===== config.mk =====
export PLATFORM = sky130hd
export DESIGN_NAME = tap_cmds_mc_flat
export DESIGN_NICKNAME = d
export VERILOG_FILES = /design/src/rtl/tap_cmds_mc_pkg.sv /design/src/rtl/tap_cmds_mc_if.sv /design/src/rtl/tap_cmds_mc_ch_regs.sv /design/src/rtl/tap_cmds_mc.sv /design/src/flat_wrapper.sv
export SDC_FILE = /design/constraint.sdc
export NUM_CORES = 1
export LEC_CHECK = 0
export BUFFER_PORTS_ARGS = -buffer_cell sky130_fd_sc_hd__buf_4
export CORE_UTILIZATION = 48
export CTS_BUF_LIST = sky130_fd_sc_hd__clkbuf_4 sky130_fd_sc_hd__clkbuf_8
export CTS_CLUSTER_DIAMETER = 100
export DETAILED_ROUTE_END_ITERATION = 16
export GPL_TIMING_DRIVEN = 0
export PLACE_DENSITY = 0.83
export SKIP_LAST_GASP = 1
export SYNTH_ARGS = -nofsm -noshare
export SYNTH_HDL_FRONTEND = slang
export SYNTH_HIERARCHICAL = 1
export SYNTH_SLANG_ARGS = --single-unit

===== constraint.sdc =====
create_clock -name clk -period 2.3 [get_ports clk]
set_input_delay 0.23 -clock clk [delete_from_list [all_inputs] [get_ports clk]]
set_output_delay 0.23 -clock clk [all_outputs]
set_load 0.05 [all_outputs]

===== src/rtl/tap_cmds_mc_pkg.sv =====
// Shared definitions for the multi-channel TAP command decoder.
// Optional macro TAP_CMD_STATS_EN enables the GET_STATS instruction.
package tap_cmds_mc_pkg;

    // Command word layout: [31:28] target, [27:24] instr, [23:20] ch, [19:0] payload
    localparam int TGT_LO = 28;
    localparam int INS_LO = 24;
    localparam int CH_LO  = 20;
    localparam int PAY_W  = 20;

    localparam logic [3:0] TAP_TARGET    = 4'h3;
    localparam logic [3:0] INS_SET_GT    = 4'd0;
    localparam logic [3:0] INS_SET_ET    = 4'd1;
    localparam logic [3:0] INS_SET_LT    = 4'd2;
    localparam logic [3:0] INS_SET_THR   = 4'd3;
    localparam logic [3:0] INS_SET_TRIG  = 4'd4;
    localparam logic [3:0] INS_GET_CTL   = 4'd5;
    localparam logic [3:0] INS_APPLY     = 4'd6;
    localparam logic [3:0] INS_GET_STATS = 4'd7;
    localparam logic [3:0] ERR_CODE      = 4'hF;
    localparam logic [3:0] BCAST_CH      = 4'hF;

    // Per-channel ctl layout: {thr, trig_en, lt, et, gt}
    localparam int CTL_GT    = 0;
    localparam int CTL_ET    = 1;
    localparam int CTL_LT    = 2;
    localparam int CTL_TRIG  = 3;
    localparam int CTL_THR   = 4;
    localparam int CTL_FLAGS = 4;

    typedef enum logic [1:0] {
        ST_IDLE = 2'd0,
        ST_EXEC = 2'd1,
        ST_RESP = 2'd2
    } state_e;

    function automatic logic ins_legal(input logic [3:0] ins);
`ifdef TAP_CMD_STATS_EN
        return ins <= INS_GET_STATS;
`else
        return ins <= INS_APPLY;
`endif
    endfunction

    function automatic logic ins_is_set(input logic [3:0] ins);
        return ins <= INS_SET_TRIG;
    endfunction

endpackage


===== src/rtl/tap_cmds_mc_if.sv =====
// Command/response bus and live control outputs of the TAP command decoder.
// Handshake: a command is taken only when run=1 while the block is idle; done pulses once with rsp valid.
interface tap_cmds_if #(
    parameter int N_CH  = 4,
    parameter int THR_W = 14
);
    logic                          run;
    logic [31:0]                   cmd;
    logic                          busy;
    logic                          done;
    logic [31:0]                   rsp;
    logic [N_CH*(THR_W+4)-1:0]     ctl;
    logic                          apply_stb;

    modport master (output run, cmd, input busy, done, rsp, ctl, apply_stb);
    modport slave  (input run, cmd, output busy, done, rsp, ctl, apply_stb);
endinterface


===== src/rtl/tap_cmds_mc_ch_regs.sv =====
// One channel's live mode bits, trigger enable, live threshold and shadow threshold.
module tap_ch_regs
    import tap_cmds_mc_pkg::*;
#(
    parameter int THR_W    = 14,
    parameter int THR_INIT = 0
) (
    input  logic                      clk,
    input  logic                      rst,
    input  logic                      we_i,
    input  logic [3:0]                sel_i,
    input  logic [THR_W-1:0]          wdata_i,
    input  logic                      apply_i,
    output logic [THR_W+CTL_FLAGS-1:0] ctl_o
);
    logic             gt_q, et_q, lt_q, trig_q;
    logic [THR_W-1:0] thr_q, shd_q;

    always_ff @(posedge clk or posedge rst) begin
        if (rst) begin
            gt_q   <= 1'b0;
            et_q   <= 1'b0;
            lt_q   <= 1'b0;
            trig_q <= 1'b0;
            thr_q  <= THR_W'(THR_INIT);
            shd_q  <= THR_W'(THR_INIT);
        end else begin
            if (we_i) begin
                case (sel_i)
                    INS_SET_GT:   gt_q   <= wdata_i[0];
                    INS_SET_ET:   et_q   <= wdata_i[0];
                    INS_SET_LT:   lt_q   <= wdata_i[0];
                    INS_SET_THR:  shd_q  <= wdata_i;
                    INS_SET_TRIG: trig_q <= wdata_i[0];
                    default: ;
                endcase
            end
            // Live threshold only ever moves via apply, never via SET_THR.
            if (apply_i) thr_q <= shd_q;
        end
    end

    assign ctl_o = {thr_q, trig_q, lt_q, et_q, gt_q};
endmodule


===== src/rtl/tap_cmds_mc.sv =====
// Multi-channel TAP command decoder: IDLE -> EXEC (1 or N_CH cycles) -> RESP.
// Optional macro TAP_CMD_STATS_EN adds saturating command/error counters and GET_STATS.
module tap_cmds_mc
    import tap_cmds_mc_pkg::*;
#(
    parameter int N_CH     = 4,
    parameter int THR_W    = 14,
    parameter int THR_INIT = 0
) (
    input  logic      clk,
    input  logic      rst,
    tap_cmds_if.slave bus,
    output state_e    state_o
);
    localparam int CW = THR_W + CTL_FLAGS;

    state_e      state_q, state_d;
    logic [31:0] cmd_q, cmd_d;
    logic [3:0]  idx_q, idx_d;
    logic [31:0] rsp_q, rsp_d;

    logic [3:0]  ins, ch;
    logic        is_set, bcast, err, exec, apply, capture;
    logic [CW-1:0] ctl_arr [N_CH];
    logic [CW-1:0] sel_ctl;
    logic [N_CH-1:0] ch_we;

    assign ins     = cmd_q[INS_LO +: 4];
    assign ch      = cmd_q[CH_LO +: 4];
    assign is_set  = ins_is_set(ins);
    assign bcast   = is_set && (ch == BCAST_CH);
    assign err     = !ins_legal(ins)
                   || ((is_set || ins == INS_GET_CTL) && (int'(ch) >= N_CH) && (ch != BCAST_CH))
                   || ((ins == INS_GET_CTL) && (ch == BCAST_CH));
    assign exec    = (state_q == ST_EXEC);
    assign apply   = exec && !err && (ins == INS_APPLY);
    assign capture = (state_q == ST_IDLE) && bus.run && (bus.cmd[TGT_LO +: 4] == TAP_TARGET);

    genvar gc;
    generate
        for (gc = 0; gc < N_CH; gc++) begin : g_ch
            // Broadcast walks channels by idx_q; unicast targets ch directly.
            assign ch_we[gc] = exec && !err && is_set
                             && (bcast ? (idx_q == 4'(gc)) : (ch == 4'(gc)));
            tap_ch_regs #(.THR_W(THR_W), .THR_INIT(THR_INIT)) u_regs (
                .clk     (clk),
                .rst     (rst),
                .we_i    (ch_we[gc]),
                .sel_i   (ins),
                .wdata_i (cmd_q[THR_W-1:0]),
                .apply_i (apply),
                .ctl_o   (ctl_arr[gc])
            );
            assign bus.ctl[gc*CW +: CW] = ctl_arr[gc];
        end
    endgenerate

    always_comb begin
        sel_ctl = '0;
        for (int c = 0; c < N_CH; c++) begin
            if (ch == 4'(c)) sel_ctl = ctl_arr[c];
        end
    end

`ifdef TAP_CMD_STATS_EN
    logic [15:0] cmd_cnt_q, err_cnt_q;

    always_ff @(posedge clk or posedge rst) begin
        if (rst) begin
            cmd_cnt_q <= '0;
            err_cnt_q <= '0;
        end else begin
            if (capture && (bus.cmd[INS_LO +: 4] != INS_GET_STATS) && (cmd_cnt_q != 16'hFFFF))
                cmd_cnt_q <= cmd_cnt_q + 16'd1;
            // cmd_q is still the finished command during RESP.
            if ((state_q == ST_RESP) && err && (err_cnt_q != 16'hFFFF))
                err_cnt_q <= err_cnt_q + 16'd1;
        end
    end
`endif

    always_comb begin
        state_d = state_q;
        cmd_d   = cmd_q;
        idx_d   = idx_q;
        rsp_d   = rsp_q;
        case (state_q)
            ST_IDLE: begin
                if (capture) begin
                    cmd_d   = bus.cmd;
                    idx_d   = '0;
                    state_d = ST_EXEC;
                end
            end
            ST_EXEC: begin
                if (err) begin
                    rsp_d   = {cmd_q[31:28], ERR_CODE, cmd_q[23:0]};
                    state_d = ST_RESP;
                end else if (bcast) begin
                    if (idx_q == 4'(N_CH - 1)) begin
                        rsp_d   = cmd_q;
                        state_d = ST_RESP;
                    end else begin
                        idx_d = idx_q + 4'd1;
                    end
                end else begin
                    state_d = ST_RESP;
                    case (ins)
                        INS_GET_CTL:   rsp_d = {cmd_q[31:20], 20'(sel_ctl)};
`ifdef TAP_CMD_STATS_EN
                        INS_GET_STATS: rsp_d = {cmd_cnt_q, err_cnt_q};
`endif
                        default:       rsp_d = cmd_q;
                    endcase
                end
            end
            ST_RESP: state_d = ST_IDLE;
            default: state_d = ST_IDLE;
        endcase
    end

    always_ff @(posedge clk or posedge rst) begin
        if (rst) begin
            state_q <= ST_IDLE;
            cmd_q   <= '0;
            idx_q   <= '0;
            rsp_q   <= '0;
        end else begin
            state_q <= state_d;
            cmd_q   <= cmd_d;
            idx_q   <= idx_d;
            rsp_q   <= rsp_d;
        end
    end

    assign bus.busy      = (state_q != ST_IDLE);
    assign bus.done      = (state_q == ST_RESP);
    assign bus.rsp       = rsp_q;
    assign bus.apply_stb = apply;
    assign state_o       = state_q;
endmodule


===== src/flat_wrapper.sv =====
// flat-port wrapper written by rule: the top's interface ports become plain ports
module tap_cmds_mc_flat import tap_cmds_mc_pkg::*;
#(
    parameter int N_CH     = 4,
    parameter int THR_W    = 14,
    parameter int THR_INIT = 0
)
  (clk, rst, state_o, bus_run, bus_cmd, bus_busy, bus_done, bus_rsp, bus_ctl, bus_apply_stb);
  tap_cmds_if #(.N_CH(N_CH), .THR_W(THR_W)) bus_i ();
  input  logic clk;
  input  logic rst;
  output state_e state_o;
  input wire logic [$bits(bus_i.run)-1:0] bus_run;
  input wire logic [$bits(bus_i.cmd)-1:0] bus_cmd;
  output wire logic [$bits(bus_i.busy)-1:0] bus_busy;
  output wire logic [$bits(bus_i.done)-1:0] bus_done;
  output wire logic [$bits(bus_i.rsp)-1:0] bus_rsp;
  output wire logic [$bits(bus_i.ctl)-1:0] bus_ctl;
  output wire logic [$bits(bus_i.apply_stb)-1:0] bus_apply_stb;
  assign bus_i.run = bus_run;
  assign bus_i.cmd = bus_cmd;
  assign bus_busy = bus_i.busy;
  assign bus_done = bus_i.done;
  assign bus_rsp = bus_i.rsp;
  assign bus_ctl = bus_i.ctl;
  assign bus_apply_stb = bus_i.apply_stb;
  tap_cmds_mc #(.N_CH(N_CH), .THR_W(THR_W), .THR_INIT(THR_INIT)) u_core (.clk(clk), .rst(rst), .bus(bus_i), .state_o(state_o));
endmodule

* Yosys cells after proc, flatten, opt, wreduce, memory -nomap -nowiden
Cells that the tools add are included.
** Word-level totals
- Bits of input ports :: 35
- Register bits :: 198
** Operators by class
- Reductions and logical operators :: 48
- Multiplexer cells :: 22
- $add $sub $neg :: 1
- Equal/unequal tests :: 23
- Magnitude comparators :: 3
** Operator list (count)
- $mux 32 :: 3
- $mux 18 :: 4
- $reduce_and 2->1 :: 23
- $eq 4x2->1 const B :: 7
- $mux 20 :: 1
- $mux 4 :: 4
- $logic_and 1x1->1 :: 13
- $eq 4x1->1 const B :: 3
- $eq 4x3->1 const B :: 3
- $logic_not 4->1 :: 3
- $le 4x3->1 const B :: 2
- $mux 2 :: 4
- $ne 4x4->1 const B :: 2
- $pmux 4 s2 :: 1
- $reduce_and 5->1 :: 1
- $add 4x1->4 const B :: 1
- $eq 4x4->1 const B :: 1
- $ge 4x3->1 const B :: 1
- $mux 1 :: 4
- $ne 2x1->1 const B :: 2
- $ne 2x2->1 const B :: 2
- $pmux 2 s2 :: 1
- $reduce_bool 2->1 :: 2
- $logic_or 1x1->1 :: 3
- 5 further kinds :: 6

* Depth between registers and ports, before layout
Gate-level depths: netlist of run 1.
- Word-level depth :: 11
- Mapped depth :: 10

* Hierarchy
The synthesis of run 1 kept the hierarchy.
** Modules (own cells, without submodules)
- tap_ch_regs :: times used 4, cells each 78, seq. area each 800.8 µm², area each 1310.0 µm²
- tap_cmds_mc :: times used 1, cells each 282, seq. area each 1751.7 µm², area each 3539.6 µm²

* Least setup slack after synthesis of run 1
No wires, ideal clock.
- Path type :: register to register
- Start point :: register u_core.state_q[0], in the netlist u_core/state_o[0]
- End point :: register u_core.g_ch[0].u_regs.thr_q[0]
- Cell stages (with the launch flop) :: 5
- Slack :: -0.444 ns
- Setup time :: 0.125 ns
- Clock period less this slack :: 2.744 ns
- Data required time :: 2.175 ns
- Arrival time :: 2.619 ns
- Buffers on the path :: 1
- Cell sequence :: dfrtp_1 nor3b_1 and4b_1 buf_2 mux2_2
** Between the ends
- Cells in the longest elaborated chain, start to end :: 3
** Ends and longest elaborated chain
- start: declaration :: RTL line tap_cmds_mc.sv:17 : state_e state_q, state_d;
- start signal: assignment :: RTL line tap_cmds_mc.sv:129 : state_q <= state_d;
- $eq 2x1->1 :: RTL line tap_cmds_mc.sv:35 : assign exec = (state_q == ST_EXEC);
- $logic_and 1x1->1 (2 in a row) :: RTL line tap_cmds_mc.sv:36 : assign apply = exec && !err && (ins == INS_APPLY);
- named net bus_apply_stb :: RTL line flat_wrapper.sv:19 : output wire logic [$bits(bus_i.apply_stb)-1:0] bus_apply_stb;
- end signal: assignment :: RTL line tap_cmds_mc_ch_regs.sv:25 : thr_q <= THR_W'(THR_INIT);
- end signal: assignment :: RTL line tap_cmds_mc_ch_regs.sv:39 : if (apply_i) thr_q <= shd_q;
- end: declaration :: RTL line tap_cmds_mc_ch_regs.sv:17 : logic [THR_W-1:0] thr_q, shd_q;
The timed path passes the listed nets, and every way through them passes these cells.
A chain may end at the register's enable or synchronous reset.

* Final worst setup path of run 1
- Start point :: register u_core.cmd_q[23]
- End point :: register u_core.g_ch[0].u_regs.shd_q[10]
** Between the ends
- Cells in the longest elaborated chain, start to end :: 10
** Ends and longest elaborated chain
- start: declaration :: RTL line tap_cmds_mc.sv:18 : logic [31:0] cmd_q, cmd_d;
- start signal: assignment :: RTL line tap_cmds_mc.sv:130 : cmd_q <= cmd_d;
- $ge 4x3->1 :: RTL line tap_cmds_mc.sv:33 : || ((is_set || ins == INS_GET_CTL) && (int'(ch) >= N_CH) && (ch != BCAST_CH))
- $logic_and 1x1->1 (2 in a row) :: RTL line tap_cmds_mc.sv:33
- $logic_or 1x1->1 :: RTL line tap_cmds_mc.sv:33
- $logic_or 1x1->1 :: RTL line tap_cmds_mc.sv:34 : || ((ins == INS_GET_CTL) && (ch == BCAST_CH));
- $logic_not 1->1 :: RTL line tap_cmds_mc.sv:43 : assign ch_we[gc] = exec && !err && is_set
- $logic_and 1x1->1 (2 in a row) :: RTL line tap_cmds_mc.sv:43
- $logic_and 1x1->1 * :: RTL line tap_cmds_mc.sv:44 : && (bcast ? (idx_q == 4'(gc)) : (ch == 4'(gc)));
- named net u_core.ch_we[0] :: RTL line tap_cmds_mc.sv:26 : logic [N_CH-1:0] ch_we;
- $reduce_and 2->1 (no source line) *
- end signal: assignment :: RTL line tap_cmds_mc_ch_regs.sv:26 : shd_q <= THR_W'(THR_INIT);
- end signal: assignment :: RTL line tap_cmds_mc_ch_regs.sv:33 : INS_SET_THR: shd_q <= wdata_i;
- end: declaration :: RTL line tap_cmds_mc_ch_regs.sv:17
Mark *: on every way through the listed nets, which the timed path passes. The rest lies on a longest branch.

==> results of run 1 <==
[power by group]
part / leakage, nW / internal, mW / switching, mW
sequential: 2.67 / 3.76 / 0.328
clock: 0.200 / 1.10 / 1.23
combinational: 3.10 / 0.714 / 1.18
total: 5.97 / 5.57 / 2.74
[what timing repair did]
item / in CTS / in global routing
buffers inserted: 29 / 11
gates resized for setup: 62 / 24
pin swaps: 12 / 13
endpoints found under the setup margin: 134 / 71
hold buffers: 29 / 0
endpoints found under the hold margin: 110 / 0
cloned: 2 / 1
[critical path, cell delays in order (launching register included)]
cell      delay [ns]
dfrtp_2         0.48
nand4_1         0.14
a31oi_1         0.22
o211ai_1        0.19
buf_4           0.21
a211oi_4        0.20
nor3b_4         0.32
nand3_4         0.18
buf_6           0.18
mux2_4          0.30
[metrics by stage]
| step | utilization (%) | setup TNS, ns |
|---|---|---|
| after floorplan | - | 0 |
| final | 64.7 | -11.67 |
| after global routing | 64.7 | -15.09 |
| after CTS | 63.6 | -3.58 |
| after detailed placement | 56.7 | -39.76 |
| after global placement | 56.6 | -89.10 |
[worst max-delay path by stage]
stage	from	endpoint	slack [ns]
6_report	u_core/cmd_q[23]	u_core/g_ch[0].u_regs/shd_q[10]	-0.24
5_1_grt	u_core/cmd_q[25]	u_core/g_ch[0].u_regs/shd_q[10]	-0.30
3_5_place_dp	u_core/cmd_q[21]	u_core/g_ch[1].u_regs/shd_q[5]	-0.75
2_1_floorplan	u_core/cmd_q[20]	u_core/g_ch[2].u_regs/shd_q[0]	0.02
3_3_place_gp	rst	u_core/cmd_q[25]	-0.98
4_1_cts	u_core/cmd_q[20]	u_core/g_ch[1].u_regs/shd_q[10]	-0.13
[cell families (layout without fill, tap and decap cells)]
| group | after synthesis | count (layout) |
|---|---|---|
| flip-flops | 198 | 198 |
| multiplexers | 201 | 201 |
| adder cells (fa/ha/maj) | 4 | 4 |
| AO/OA/AOI/OAI | 42 | 42 |
| buffers and inverters | 53 | 294 |
| AND/OR/NAND/NOR | 96 | 96 |
[state kept, by name, summed over array words and instances (netlist names)]
name,flops
u_core/bus.rsp,32
u_core/g_ch.u_regs/trig_q,4
u_core/idx_q,4
u_core/state_o,2
u_core/g_ch.u_regs/gt_q,4
u_core/cmd_q,32
u_core/g_ch.u_regs/lt_q,4
u_core/g_ch.u_regs/shd_q,56
u_core/g_ch.u_regs/et_q,4
u_core/g_ch.u_regs/thr_q,56
[cell usage after synthesis, drive strengths merged (2+ instances only)]
cell | n | area [um2]
mux2i | 19 | 190
clkbuf | 3 | 12.5
a31oi | 2 | 12.5
inv | 10 | 37.5
nand2b | 6 | 37.5
nor4b | 4 | 35.0
a211oi | 3 | 22.5
nor3b | 5 | 57.6
nand2 | 30 | 113
nand3 | 7 | 55.1
nor2 | 7 | 28.8
nand4 | 3 | 18.8
buf | 40 | 294
mux4 | 18 | 405
or3 | 2 | 12.5
and3b | 8 | 70.1
nor4 | 6 | 52.6
nor3 | 7 | 35.0
o21ai | 29 | 145
ha | 4 | 50.1
dfrtp | 198 | 4950
mux2 | 164 | 2010
a21oi | 5 | 25.0
or2 | 3 | 21.3
nor2b | 3 | 18.8
[final cells by class]
type / count / area (um2)
buffer: 40 / 344
clock buffer: 19 / 249
clock inverter: 11 / 150
fill: 1281 / 6340
inverter: 10 / 40.0
multi-input combinational: 343 / 3790
sequential: 198 / 4970
tap: 229 / 287
timing repair buffer: 214 / 1790
[per-layer routing]
layer / vias to the layer above / wire length, um / global-route usage, %
met5: - / 0 / 0
li1: 2587 / - / -
met2: 245 / 11900 / 43.6
met3: 57 / 1430 / 4.82
met1: 3142 / 10100 / 35.4
met4: 0 / 619 / 10.7
==> flow_summary.yaml, run 1 <==
detailed_routing:
  ant_nets: 0
  drt_iter0_drc: 443
  num_vias: 6031
  drc: 0
  wl_mm: 24.0
  vias_per_cell: 5.67
  drt-pass1-iter-count: 5
  routedWlPerCell_um: 22.6
final_layout:
  drive_above_1_share_pct: 57.6
  nets: 863
  antennaDiodeCount: 0
  layout_common_cells: "buf_4, dfrtp_1, mux2_2"
  stdcell_area_um2: 11600
  areaGrowthSynthToFinish_pct: 32.4
  fin_cells: 1064
  mostFrequentLayoutCell: "buf_4"
synth:
  synthSimpleGateAreaFrac_pct: 6.80
  synthMuxAreaShare_pct: 29.7
  synthesis.nets: 633
  syn_avg_cell_area_um2: 14.8
  yosysSeqAreaShare_pct: 56.4
  synth_top_family_by_area: "multiplexers"
  synth.distinct_cells: 44
  synthArstFlopShare_pct: 100
  synth_edf_count: 0
  synth_compound_area_share_pct: 2.62
  synth_cells: 594
  synth-seq-cells: 198
  synth-xor-area-share_pct: 0
  synth_area_um2: 8780
  ys_warn_count: 6
  synth-adder-area-share_pct: 0.570
  synth_flop_cell: "dfrtp_1"
floorplan:
  dieArea_um2: 18800
  ios: 144
  num_rows: 49
  core-area_um2: 18000
  die_height_um: 137
  start_util_pct: 48.9
  die_w_um: 137
clock_network:
  insertion_delay_ns: 0.47
  cts_tree: "built"
  cts-root-buf: "clkbuf_8"
  clkSlewWorstSetupHoldPaths_ns: 0.09
  cts_buffer_depth: 2
  htree_levels: 4
  cts_made_buffers: 17
  clock-sinks: 198
timing:
  finalClockSkew_ns: 0.0138
  relSlewSlack_pct: 44.7
  setup_viol: 68
  setup_ws_ns: -0.236
  final-hold-violation-count: 0
  min_period_ns: 2.54
  holdWs_ns: 0.254
  tightest_slew_ns: 0.829
  finalCritPeriodShare_pct: 110
  rsz0062_at_grt: "yes"
  max_freq_mhz: 394
  slew_viol_final: 0
status:
  violations: "negative setup slack"
  status: "complete, but fails checks"
min_path:
  hold_class: "in -> reg"
  holdCritStartpoint: "bus_cmd[31]"
  min_path_cells: 4
  hold_end: "u_core/state_o[0]"
placement:
  numPortBuffers: 143
  placed_cell_area_um2: 10200
  pre_cts_ws_ns: -0.746
  hpwl_mm: 14.7
  gp_routability_congestion: 0.863
  dp_cells: 967
critical_path:
  crit_arrival_ns: 2.89
  reg2reg_from: "u_core/cmd_q[23]"
  crit_path_max_fanout: 7
  critPathKind: "reg -> reg"
  reg2regPathDepth: 9
  cp_data_required_time_ns: 2.65
  reg2reg_slack_ns: -0.24
  crit_path_end_kind: "flip-flop"
  start_kind: "flip-flop"
  reg2reg_to: "u_core/g_ch[0].u_regs/shd_q[10]"
global_routing:
  grt_max_degree: 53
  grt_pass1_wl_mm: 36.2
  grt_usage_pct: 26.7
  grt_overflow: 0
  antenna_found_initial: 0
  grt_pass1_vias: 6398
power_and_ir_drop:
  p_leak_nw: 5.97
  powerDensity_nw_per_um2: 715
  power.total_mw: 8.30
  max-vdd-ir-drop_mv: 0.546
run:
  max-cap-violations: 0
No activity file was read; power rests on OpenSTA's default activity.
==> inputs of run 2 (changes only) <==
- CELL_PAD_IN_SITES_DETAIL_PLACEMENT: not set -> 1
- CELL_PAD_IN_SITES_GLOBAL_PLACEMENT: not set -> 1
- CORE_UTILIZATION: 48 -> 44
- PLACE_DENSITY: 0.83 -> 0.9
==> flow_summary.yaml, run 2 (synthesized netlist as in run 1, its figures left out) <==
status:
  status: "complete, but fails checks"
  violations: "negative setup slack"
final_layout:
  stdcell_area_um2: 11600
  fin_util_pct: 59.3
  mostFrequentLayoutCell: "dfrtp_1"
  layout_common_cells: "dfrtp_1, buf_4, mux2_2"
  multiInputGateArea_um2: 3740
  areaGrowthSynthToFinish_pct: 32.0
  reg_top3: "u_core/g_ch.u_regs/shd_q x56, u_core/g_ch.u_regs/thr_q x56"
  nFillCells: 1891
  register_area_um2: 4970
  drive_above_1_share_pct: 57.3
  antennaDiodeCount: 0
  nets: 856
timing:
  finalClockSkew_ns: 0.0149
  finalCritPeriodShare_pct: 110
  max_freq_mhz: 394
  relSlewSlack_pct: 43.4
  min_period_ns: 2.54
  holdWs_ns: 0.0273
  slew_viol_final: 0
  setup_ws_ns: -0.240
  final-hold-violation-count: 0
  rsz0062_at_grt: "yes"
  setup_viol: 70
  tightest_slew_ns: 0.847
detailed_routing:
  drc: 0
  drt_iter0_drc: 353
  routedWlPerCell_um: 26.0
  ant_nets: 0
  num_vias: 6139
  drt-pass1-iter-count: 5
  wl_mm: 28.5
  vias_per_cell: 5.61
floorplan:
  start_util_pct: 45.0
  ios: 144
  die_w_um: 143
  num_rows: 51
  dieArea_um2: 20500
  die_height_um: 143
  core-area_um2: 19500
clock_network:
  htree_levels: 4
  insertion_delay_ns: 0.48
  cts_made_buffers: 17
  clock-sinks: 198
  clkSlewWorstSetupHoldPaths_ns: 0.10
  cts_tree: "built"
  cts_buffer_depth: 2
  cts-root-buf: "clkbuf_8"
critical_path:
  start_kind: "flip-flop"
  crit_path_end_kind: "flip-flop"
  crit_arrival_ns: 2.91
  crit_path_max_fanout: 4
  cp_cell_sequence: "buf_6 -> buf_8 -> nand4_1 -> a31oi_1 -> o211ai_1 -> a211oi_2 -> nand2b_1 -> nor4b_1 -> mux2_2"
  cpMaxStageDelayCell: "nor4b_1"
  crit_start: "u_core/cmd_q[20]"
  reg2reg_from: "u_core/cmd_q[20]"
  critPathKind: "reg -> reg"
  cp_data_required_time_ns: 2.67
  crit_path_max_incr_delay_ns: 0.49
power_and_ir_drop:
  comb_power_share_pct: 23.3
  p_sw_share_pct: 34.9
  p_switching_mw: 2.88
  seq_power_share_pct: 49.6
  powerDensity_nw_per_um2: 714
  max-vdd-ir-drop_mv: 0.402
  p_leak_nw: 5.94
  p_int_mw: 5.39
  power.total_mw: 8.27
  clkPwrFrac_pct: 27.1
placement:
  hpwl_mm: 17.6
  placed_cell_area_um2: 10300
  gp_routability_congestion: 0.788
  numPortBuffers: 143
global_routing:
  grt_overflow: 0
  grt_pass1_vias: 6814
  antenna_found_initial: 0
  grt_usage_pct: 28.9
  grt_pass1_wl_mm: 42.5
  grt_max_degree: 55
min_path:
  holdCritStartpoint: "bus_cmd[1]"
  hold_class: "in -> reg"
run:
  max-cap-violations: 0
## run 2: routing by layer
metal / wire [um] / track usage [%] / vias up
met5: 0 / 0 / -
met4: 851 / 10.4 / 0
met3: 1400 / 4.59 / 57
met2: 14800 / 50.6 / 243
met1: 11400 / 36.2 / 3272
li1: - / - / 2567
## run 2: cell type report
class	count	share of cell area (%)
Inverter	10	0.346
Sequential cell	198	42.9
Buffer	41	3.08
Clock inverter	12	1.05
Tap cell	265	2.86
Multi-Input combinational cell	343	32.3
Clock buffer	20	2.21
Timing Repair Buffer	206	15.2
## run 2: power by group through the flow
stage / clock [mW] / combinational [mW] / sequential [mW]
5_1_grt: 2.40 / 2.03 / 4.14
3_3_place_gp: 0 / 1.52 / 4.19
2_1_floorplan: 0 / 0.617 / 4.54
4_1_cts: 2.25 / 1.89 / 4.09
3_5_place_dp: 0 / 1.60 / 4.21
6_report: 2.24 / 1.93 / 4.10
## run 2: per-stage QoR
stage / TNS, ns / cells / worst slack (ns)
finish: -9.58 / 1095 / -0.240
global route: -13.34 / 1095 / -0.276
CTS: -3.89 / 1092 / -0.149
detailed placement: -40.93 / 1005 / -0.705
global placement: -101.98 / 1002 / -1.18
floorplan: 0 / 594 / 0.0164
## run 2: critical path, delay by kind of cell, from the launching register on
kind | cells | cell delay [ns]
AND/OR/NAND/NOR | 3 | 0.72
AO/OA/AOI/OAI | 3 | 0.73
buffers and inverters | 2 | 0.20
multiplexers | 1 | 0.41
flip-flops | 1 | 0.36
## run 2: worst paths after layout
path / cells past startpoint / slack (ns) / to
min in group asynchronous: 3 / 0.29 / u_core/cmd_q[12]
setup reg to reg: 9 / -0.24 / u_core/g_ch[0].u_regs/trig_q
hold reg to reg: 2 / 0.49 / u_core/bus.rsp[14]
setup / recovery: 9 / -0.24 / u_core/g_ch[0].u_regs/trig_q
max in group asynchronous: 4 / 1.22 / u_core/g_ch[3].u_regs/gt_q
hold / removal: 2 / 0.03 / u_core/cmd_q[1]
## run 2: repair_timing
item,in CTS,in global routing
hold endpoints to repair,101,0
setup buffers,27,3
pin swaps,10,12
hold buffers,27,0
resized for setup,60,21
endpoints found under the setup margin,135,74
cloned,3,0
==> inputs of run 3 (changes only) <==
- clock period: 2.3 -> 2.2 ns (I/O delays scaled with it)
==> flow_summary.yaml, run 3 (synthesized netlist as in run 1, its figures left out) <==
timing:
  max_freq_mhz: 361
  setup_viol: 76
  relSlewSlack_pct: 42.5
  min_period_ns: 2.77
  holdWs_ns: 0.0342
  finalCritPeriodShare_pct: 126
  slew_viol_final: 0
  tightest_slew_ns: 0.863
  final-hold-violation-count: 0
  setup_ws_ns: -0.574
  finalClockSkew_ns: 0.0237
  rsz0062_at_grt: "yes"
global_routing:
  grt_overflow: 0
  antenna_found_initial: 0
  grt_pass1_wl_mm: 42.4
  grt_max_degree: 39
  grt_pass1_vias: 6892
  grt_usage_pct: 28.6
detailed_routing:
  drt_iter0_drc: 357
  drt-pass1-iter-count: 5
  wl_mm: 29.7
  drc: 0
  vias_per_cell: 5.68
  num_vias: 6314
  ant_nets: 0
  routedWlPerCell_um: 26.7
floorplan:
  num_rows: 51
  die_w_um: 143
  die_height_um: 143
  ios: 144
  dieArea_um2: 20500
  start_util_pct: 45.0
  core-area_um2: 19500
clock_network:
  clkSlewWorstSetupHoldPaths_ns: 0.09
  htree_levels: 4
  cts_buffer_depth: 2
  cts-root-buf: "clkbuf_8"
  clock-sinks: 198
  cts_tree: "built"
  insertion_delay_ns: 0.50
  cts_made_buffers: 17
placement:
  numPortBuffers: 143
  gp_routability_congestion: 0.808
  hpwl_mm: 17.0
min_path:
  holdCritStartpoint: "bus_cmd[27]"
  min_path_cells: 3
  hold_class: "in -> reg"
  hold_end: "u_core/cmd_q[27]"
status:
  violations: "negative setup slack"
  status: "complete, but fails checks"
final_layout:
  layout_common_cells: "buf_4, dfrtp_1, mux2_2"
  reg_top3: "u_core/g_ch.u_regs/shd_q x56, u_core/g_ch.u_regs/thr_q x56"
  areaGrowthSynthToFinish_pct: 33.7
  nets: 873
  drive_above_1_share_pct: 58.6
  antennaDiodeCount: 0
  nFillCells: 1887
  mostFrequentLayoutCell: "buf_4"
critical_path:
  crit_path_max_fanout: 3
  reg2reg_to: "u_core/g_ch[1].u_regs/et_q"
  reg2regPathDepth: 9
  cp.depth: 9
  crit_path_end_kind: "flip-flop"
  reg2reg_from: "u_core/cmd_q[20]"
  cpMaxStageDelayCell: "dfrtp_1"
  critPathKind: "reg -> reg"
  cp_top_family: "compound AO/OA/AOI/OAI gates"
  cp_cell_sequence: "buf_8 -> nand4_1 -> a31oi_1 -> o211ai_1 -> a211oi_2 -> nor3b_4 -> buf_4 -> and3b_1 -> mux2_4"
  crit_buf_inv: 2
  reg2reg_slack_ns: -0.57
  start_kind: "flip-flop"
  cp_data_required_time_ns: 2.57
  crit_arrival_ns: 3.14
  crit_path_max_incr_delay_ns: 0.42
run:
  max-cap-violations: 0
power_and_ir_drop:
  powerDensity_nw_per_um2: 751
  max-vdd-ir-drop_mv: 0.459
  p_leak_nw: 6.02
  power.total_mw: 8.82
run 3: cell count changes in the layout (fill, tap and decap cells not counted), moves of 2 or more:
cell / change
clkbuf_4: +3
buf_6: +5
and3b_1: +2
buf_4: +15
buf_16: -5
inv_6: -2
inv_1: -2
mux2_2: -2
and3b_2: -2
buf_2: -5
clkinv_8: +2
inv_2: +2
nor4b_4: +3
nor4b_1: -3
run 3: through the flow:
step	TNS (ns)	worst slack, ns	util [%]	std cells	instance area, um2
CTS	-11.99	-0.223	58.7	1092	11500
global placement	-109.50	-1.21	52.3	1002	10200
finish	-30.75	-0.574	60.1	1112	11700
detailed placement	-48.25	-0.656	52.5	1003	10200
global route	-37.86	-0.630	60.1	1112	11700
floorplan	-2.58	-0.0514	-	594	8820
run 3: tightest hold or removal path, cell delays in order:
cell and delay, ns:
buf_4 0.08, nand2_1 0.05, o21ai_0 0.12
run 3: per-layer routing:
layer | global-route usage [%] | vias up | wire, um
met5 | 0 | - | 0
met4 | 10.8 | 0 | 1050
met3 | 6.37 | 70 | 1490
met2 | 49.7 | 283 | 15500
met1 | 34.8 | 3354 | 11700
li1 | - | 2607 | -
run 3: report_power, final:
group	internal, mW	total [mW]	switching [mW]
Sequential	3.93	4.32	0.395
Clock	0.960	2.40	1.44
Combinational	0.785	2.09	1.31
Total	5.67	8.82	3.14
run 3: cell type report:
cell class,instances,area (um2),area share [%]
tap,265,332,2.82
clock inverter,13,148,1.26
multi-input combinational,344,3800,32.4
sequential,198,4970,42.3
inverter,10,40.0,0.341
clock buffer,19,249,2.12
timing repair buffer,224,1850,15.7
buffer,39,354,3.02
run 3: worst max path at each step:
stage | from | end | slack [ns]
final | u_core/cmd_q[20] | u_core/g_ch[1].u_regs/et_q | -0.57
after global routing | u_core/cmd_q[20] | u_core/g_ch[1].u_regs/et_q | -0.63
after CTS | u_core/cmd_q[20] | u_core/g_ch[1].u_regs/et_q | -0.22
after detailed placement | u_core/cmd_q[20] | u_core/g_ch[1].u_regs/shd_q[7] | -0.66
after global placement | rst | u_core/state_o[0] | -1.21
after floorplan | u_core/cmd_q[20] | u_core/g_ch[0].u_regs/shd_q[0] | -0.05
run 3: repair_timing:
action	in CTS	in global routing
hold endpoints to repair	155	0
gates resized for setup	59	33
pin swaps	17	9
buffers inserted	29	22
cloned	1	1
endpoints found under the setup margin	137	115
hold buffers	28	0
